--- src/rtl/pipeline_stall_controller.sv ---
// Pipeline stall/flush controller: data-memory wait handling with timeout, branch flush and load-use bubbles.
// Optional stall performance counter (stallCount port) enabled by defining STALL_PERF_COUNTER_EN.
module pipeline_stall_controller #(
    parameter int MEM_TIMEOUT = 15
) (
    input  logic        clk,
    input  logic        rst,
    input  logic        MEM_memReadEnable,
    input  logic        MEM_memWriteEnable,
    input  logic        dmem_ready,
    input  logic        loadUse_I,
    input  logic        branch_I,
    output logic        dmem_req,
    output logic        IF_pcWriteEnable,
    output logic        IF_ID_enable,
    output logic        ID_EX_enable,
    output logic        EX_MEM_enable,
    output logic        MEM_WB_enable,
    output logic        ID_bubbleSelect,
    output logic        EX_bubbleSelect,
    output logic        WB_bubbleSelect,
    output logic        IF_flush,
    output logic        memError
`ifdef STALL_PERF_COUNTER_EN
    ,
    output logic [31:0] stallCount
`endif
);

    // state | meaning
    // IDLE  | no outstanding access; zero-wait accesses complete here
    // WAIT  | access outstanding, pipeline frozen until dmem_ready
    // ERROR | memory timed out; pipeline frozen until rst
    typedef enum logic [1:0] {
        IDLE  = 2'd0,
        WAIT  = 2'd1,
        ERROR = 2'd2
    } state_t;

    localparam logic [7:0] TIMEOUT_VAL = 8'(MEM_TIMEOUT);

    state_t     state, nextState;
    logic [7:0] waitCount, nextWaitCount;
    logic       memAccess;
    logic       memStall;
    logic       loadUseStall;
    logic       inError;

    assign memAccess = MEM_memReadEnable | MEM_memWriteEnable;
    assign inError   = (state == ERROR);

    always_ff @(posedge clk or posedge rst) begin
        if (rst) begin
            state     <= IDLE;
            waitCount <= 8'd0;
            memError  <= 1'b0;
        end else begin
            state     <= nextState;
            waitCount <= nextWaitCount;
            memError  <= memError | (nextState == ERROR);
        end
    end

    always_comb begin
        nextState     = state;
        nextWaitCount = waitCount;
        memStall      = 1'b0;
        dmem_req      = 1'b0;
        case (state)
            IDLE: begin
                if (memAccess) begin
                    dmem_req = 1'b1;
                    if (!dmem_ready) begin
                        memStall      = 1'b1;
                        nextState     = WAIT;
                        nextWaitCount = 8'd1;
                    end
                end
            end
            WAIT: begin
                dmem_req = 1'b1;
                if (dmem_ready) begin
                    nextState     = IDLE;
                    nextWaitCount = 8'd0;
                end else begin
                    memStall = 1'b1;
                    if (waitCount == TIMEOUT_VAL) begin
                        nextState = ERROR;
                    end else if (waitCount != 8'hFF) begin
                        nextWaitCount = waitCount + 8'd1;
                    end
                end
            end
            ERROR: begin
                nextState = ERROR;
            end
            default: begin
                nextState     = IDLE;
                nextWaitCount = 8'd0;
            end
        endcase
    end

    // Priority: memory stall, then branch flush, then load-use bubble.
    always_comb begin
        IF_pcWriteEnable = 1'b1;
        IF_ID_enable     = 1'b1;
        ID_EX_enable     = 1'b1;
        EX_MEM_enable    = 1'b1;
        MEM_WB_enable    = 1'b1;
        ID_bubbleSelect  = 1'b0;
        EX_bubbleSelect  = 1'b0;
        WB_bubbleSelect  = 1'b0;
        IF_flush         = 1'b0;
        loadUseStall     = 1'b0;
        if (inError) begin
            IF_pcWriteEnable = 1'b0;
            IF_ID_enable     = 1'b0;
            ID_EX_enable     = 1'b0;
            EX_MEM_enable    = 1'b0;
            MEM_WB_enable    = 1'b0;
        end else if (memStall) begin
            IF_pcWriteEnable = 1'b0;
            IF_ID_enable     = 1'b0;
            ID_EX_enable     = 1'b0;
            EX_MEM_enable    = 1'b0;
            MEM_WB_enable    = 1'b0;
            WB_bubbleSelect  = 1'b1;
        end else if (branch_I) begin
            IF_flush         = 1'b1;
            ID_bubbleSelect  = 1'b1;
            EX_bubbleSelect  = 1'b1;
        end else if (loadUse_I) begin
            IF_pcWriteEnable = 1'b0;
            IF_ID_enable     = 1'b0;
            ID_EX_enable     = 1'b0;
            ID_bubbleSelect  = 1'b1;
            loadUseStall     = 1'b1;
        end
    end

`ifdef STALL_PERF_COUNTER_EN
    // Both stall sources are already forced low in ERROR, so no extra gating here.
    always_ff @(posedge clk or posedge rst) begin
        if (rst) begin
            stallCount <= 32'd0;
        end else if (memStall || loadUseStall) begin
            stallCount <= stallCount + 32'd1;
        end
    end
`endif

endmodule

--- config.mk ---
export PLATFORM = sky130hd
export DESIGN_NAME = pipeline_stall_controller
export DESIGN_NICKNAME = d
export VERILOG_FILES = /design/src/rtl/pipeline_stall_controller.sv
export SDC_FILE = /design/constraint.sdc
export NUM_CORES = 1
export LEC_CHECK = 0
export CORE_UTILIZATION = 40
export DETAILED_ROUTE_END_ITERATION = 10
export GPL_TIMING_DRIVEN = 0
export HOLD_SLACK_MARGIN = 0.15
export PLACE_DENSITY = 0.67
export SLEW_MARGIN = 20
export SYNTH_ARGS = -nofsm -noshare
export SYNTH_HDL_FRONTEND = slang
export SYNTH_SLANG_ARGS = --single-unit
--- constraint.sdc ---
create_clock -name clk -period 3.2 [get_ports clk]
set_input_delay 0.64 -clock clk [delete_from_list [all_inputs] [get_ports clk]]
set_output_delay 0.64 -clock clk [all_outputs]
set_load 0.1 [all_outputs]
==> impl_metrics.py <==
metrics = {
    "run_status": {
        "outcome": "finished, final reports clean",
    },
    "worst_setup_path": {
        "rr_startpoint": "waitCount[0]$_DFFE_PP0P_",
        "end_kind": "output port",
        "r2r_cells": 5,
        "arrival_ns": 2.46,
        "ff2ff_setup_slack_ns": 1.67,
        "timing.rr.end": "memError$_DFF_PP0_",
        "worst-setup-path-type": "in2out",
        "required_ns": 2.56,
        "cp-start-kind": "input port",
        "path_max_fanout": 5,
    },
    "grt": {
        "gr-total-overflow": 0,
        "track_usage": 0.168,
        "grt_max_degree": 12,
        "grt_pass1_vias": 549,
        "grt_pass1_wl_mm": 2.40,
        "antenna_found_initial": 0,
    },
    "route": {
        "wl_per_cell_um": 13.1,
        "vias_per_cell": 5.35,
        "routed_wl_mm": 1.48,
        "drtPass1Iterations": 6,
        "drc": 0,
        "vias": 605,
        "drt_iter0_drc": 8,
        "final_antenna_net_count": 0,
    },
    "clocking": {
        "cts_buffers": 3,
        "cts_root_buffer": "clkbuf_4",
        "postCtsHoldBufs": 0,
        "clk_latency_ns": 0.28,
        "clk_path_buf_depth": 2,
        "path_clk_slew_ns": 0.08,
        "cts_tree": "yes",
        "cts_max_level": 1,
        "cts.sinks": 11,
    },
    "place": {
        "place_area_um2": 918,
        "dpl.hpwl_mm": 1.11,
        "place.port_buffers": 17,
        "place_congestion": 0.755,
    },
    "power_and_ir_drop": {
        "p_clk_frac": 0.243,
        "power_frac_seq": 0.404,
        "power_frac_comb": 0.352,
        "switchingPower_mw": 0.174,
        "vdd_drop_max_v": 0.000249,
        "p_leak_nw": 0.435,
        "swShare": 0.417,
        "p_int_mw": 0.244,
        "power_density_mw_per_mm2": 449,
    },
    "finish": {
        "fin_nets": 106,
        "num_antenna_cells": 0,
        "fillers": 153,
        "seqCellArea_um2": 275,
        "syn_to_final_growth_pct": 31.4,
        "multi_input_area_um2": 372,
        "design_area_um2": 931,
        "drive_gt1_frac": 0.309,
    },
    "yosys": {
        "synth-warning-count": 0,
        "synthDistinctLibCells": 31,
        "synth-xor-area-share": 0.0124,
        "ys_seq_area_frac": 0.389,
        "synth_cells": 76,
        "synth_area_um2": 708,
        "synth_nets": 84,
        "synthAdderAreaFrac": 0.0177,
        "synthSimpleGateAreaFrac": 0.228,
        "synth_top_family_by_area": "simple AND/OR/NAND/NOR gates",
        "syn_avg_cell_area_um2": 9.32,
        "synth-seq-cells": 11,
        "muxShareOfSynthArea": 0.0283,
        "synth-compound-area-share": 0.210,
    },
    "sta": {
        "fin_crit_sh": 0.970,
        "tightest_slew_ns": 0.971,
        "finClkSkew_ns": 0.00558,
        "setup_viol": 0,
        "fmax_ghz": 0.322,
        "final-max-slew-violation-count": 0,
        "hold_viol_final": 0,
        "rsz0062_at_grt": "no",
        "period_minus_slack_ns": 3.10,
        "fin_hold_ws_ns": 0.487,
        "slew_headroom": 0.350,
    },
    "min_path": {
        "min_to": "memError$_DFF_PP0_",
        "worstHoldPathCells": 1,
        "min_from": "memError$_DFF_PP0_",
        "holdCritPathClass": "reg2reg",
    },
    "flow_run": {
        "maxCapViolations": 0,
    },
    "die": {
        "row_count": 14,
        "die_w_um": 44.1,
        "core_area_mm2": 0.00158,
        "die_area_mm2": 0.00194,
        "start_util": 0.449,
        "ioPinCount": 18,
        "die_h_um": 44.1,
    },
}
## Yosys cell counts
| cell | number | area [um2] |
|---|---|---|
| o22a_1 | 1 | 8.76 |
| ha_1 | 1 | 12.5 |
| nand2_1 | 6 | 22.5 |
| buf_6 | 1 | 11.3 |
| buf_4 | 4 | 30.0 |
| nor3_1 | 1 | 5.00 |
| xor2_1 | 1 | 8.76 |
| nor4_4 | 1 | 21.3 |
| and3_2 | 2 | 15.0 |
| buf_2 | 2 | 10.0 |
| a41oi_1 | 1 | 8.76 |
| nor3b_1 | 1 | 7.51 |
| dfrtp_1 | 11 | 275 |
| or2_2 | 1 | 6.26 |
| a21boi_0 | 1 | 7.51 |
| nand4_1 | 1 | 6.26 |
| a21oi_1 | 3 | 15.0 |
| mux2i_1 | 2 | 20.0 |
| a31o_2 | 1 | 8.76 |
| o221ai_2 | 2 | 30.0 |
| nand2b_1 | 3 | 18.8 |
| inv_1 | 8 | 30.0 |
| nor2_1 | 2 | 7.51 |
| o21a_1 | 3 | 22.5 |
| nand3_1 | 4 | 20.0 |
| o21ai_0 | 3 | 15.0 |
| a31oi_1 | 4 | 25.0 |
| and3_1 | 2 | 12.5 |
| and2_1 | 1 | 6.26 |
| nor3b_2 | 1 | 12.5 |
| a211oi_1 | 1 | 7.51 |
## registers in the layout (all words and copies together) (netlist names)
name       flops
waitCount      8
state          2
memError       1
## final cells by class
cell class / instances / share of cell area
plain buffers: 7 / 0.0551
clock buffers: 3 / 0.0242
clock inverters: 1 / 0.00538
inverters: 8 / 0.0323
multi-input cells: 50 / 0.399
flip-flops and latches: 11 / 0.296
well taps: 16 / 0.0215
repair buffers: 17 / 0.167
## cell usage in the layout, fill, tap and decap left out, drive strengths merged
cell type / count
and3: 4
o21ai: 3
a31oi: 4
dfrtp: 11
nand3: 4
buf: 10
clkbuf: 4
nand2b: 3
o21a: 3
nand2: 6
dlygate4sd2: 1
a211oi: 1
clkinv: 1
nand4: 1
clkdlybuf4s15: 3
nor3b: 2
xor2: 1
clkdlybuf4s18: 1
nor4: 1
a31o: 1
a21boi: 1
a41oi: 1
inv: 8
o22a: 1
ha: 1
or2: 1
nor3: 1
a21oi: 3
and2: 1
mux2i: 2
clkdlybuf4s50: 8
nor2: 2
o221ai: 2
## worst max-delay path: stages
cell and delay (ns):
clkdlybuf4s50_1 0.42, nor3_1 0.25, nand2b_1 0.22, o21a_4 0.17, a21boi_4 0.20, clkdlybuf4s18_2 0.56
## through the flow
| step | total power [mW] | utilization | setup WS [ns] | instances | TNS, ns |
|---|---|---|---|---|---|
| floorplan | 0.286 | - | 0.112 | 76 | 0 |
| global placement | 0.321 | 0.583 | -0.568 | 109 | -3.65 |
| detailed placement | 0.324 | 0.583 | -0.565 | 109 | -3.63 |
| CTS | 0.422 | 0.602 | 0.00774 | 113 | 0 |
| global route | 0.437 | 0.590 | 0.00196 | 113 | 0 |
| finish | 0.418 | 0.590 | 0.0975 | 113 | 0 |
## logic make-up after synthesis
group | Yosys count
buffers and inverters | 15
DFF | 11
xor gates and xnor gates | 1
muxes | 2
and+or+nand+nor | 26
AOI/OAI and AO/OA | 20
adders and majority gates | 1
## per-layer routing
layer | vias up | track usage | wire length (um)
met1 | 283 | 0.245 | 777
met3 | 3 | 0.0367 | 39
met4 | 0 | 0.0727 | 21
li1 | 309 | - | -
met5 | - | 0 | 0
met2 | 10 | 0.238 | 640
## how the worst max path moves through the flow
stage,slack (ns),to,start,cells after the start
after floorplan,0.11,IF_ID_enable,MEM_memWriteEnable,5
after global placement,-0.57,IF_ID_enable,MEM_memWriteEnable,7
after detailed placement,-0.56,IF_ID_enable,MEM_memWriteEnable,7
after CTS,0.008,EX_MEM_enable,MEM_memWriteEnable,5
after global routing,0.002,ID_EX_enable,MEM_memWriteEnable,6
final,0.1,ID_EX_enable,MEM_memWriteEnable,6
## power groups by stage
stage	Clock (mW)	Combinational [mW]	Sequential, mW
after floorplan	0	0.119	0.167
after global placement	0	0.150	0.170
after detailed placement	0	0.153	0.172
after CTS	0.104	0.149	0.169
after global routing	0.111	0.155	0.171
final	0.102	0.147	0.169
## repair_timing
| action | in CTS | in global routing |
|---|---|---|
| pin swaps | 0 | 0 |
| gates resized for setup | 23 | 7 |
| endpoints found under the setup margin | 9 | 4 |
| setup buffers | 0 | 0 |
(Power assumes the default switching activity.)
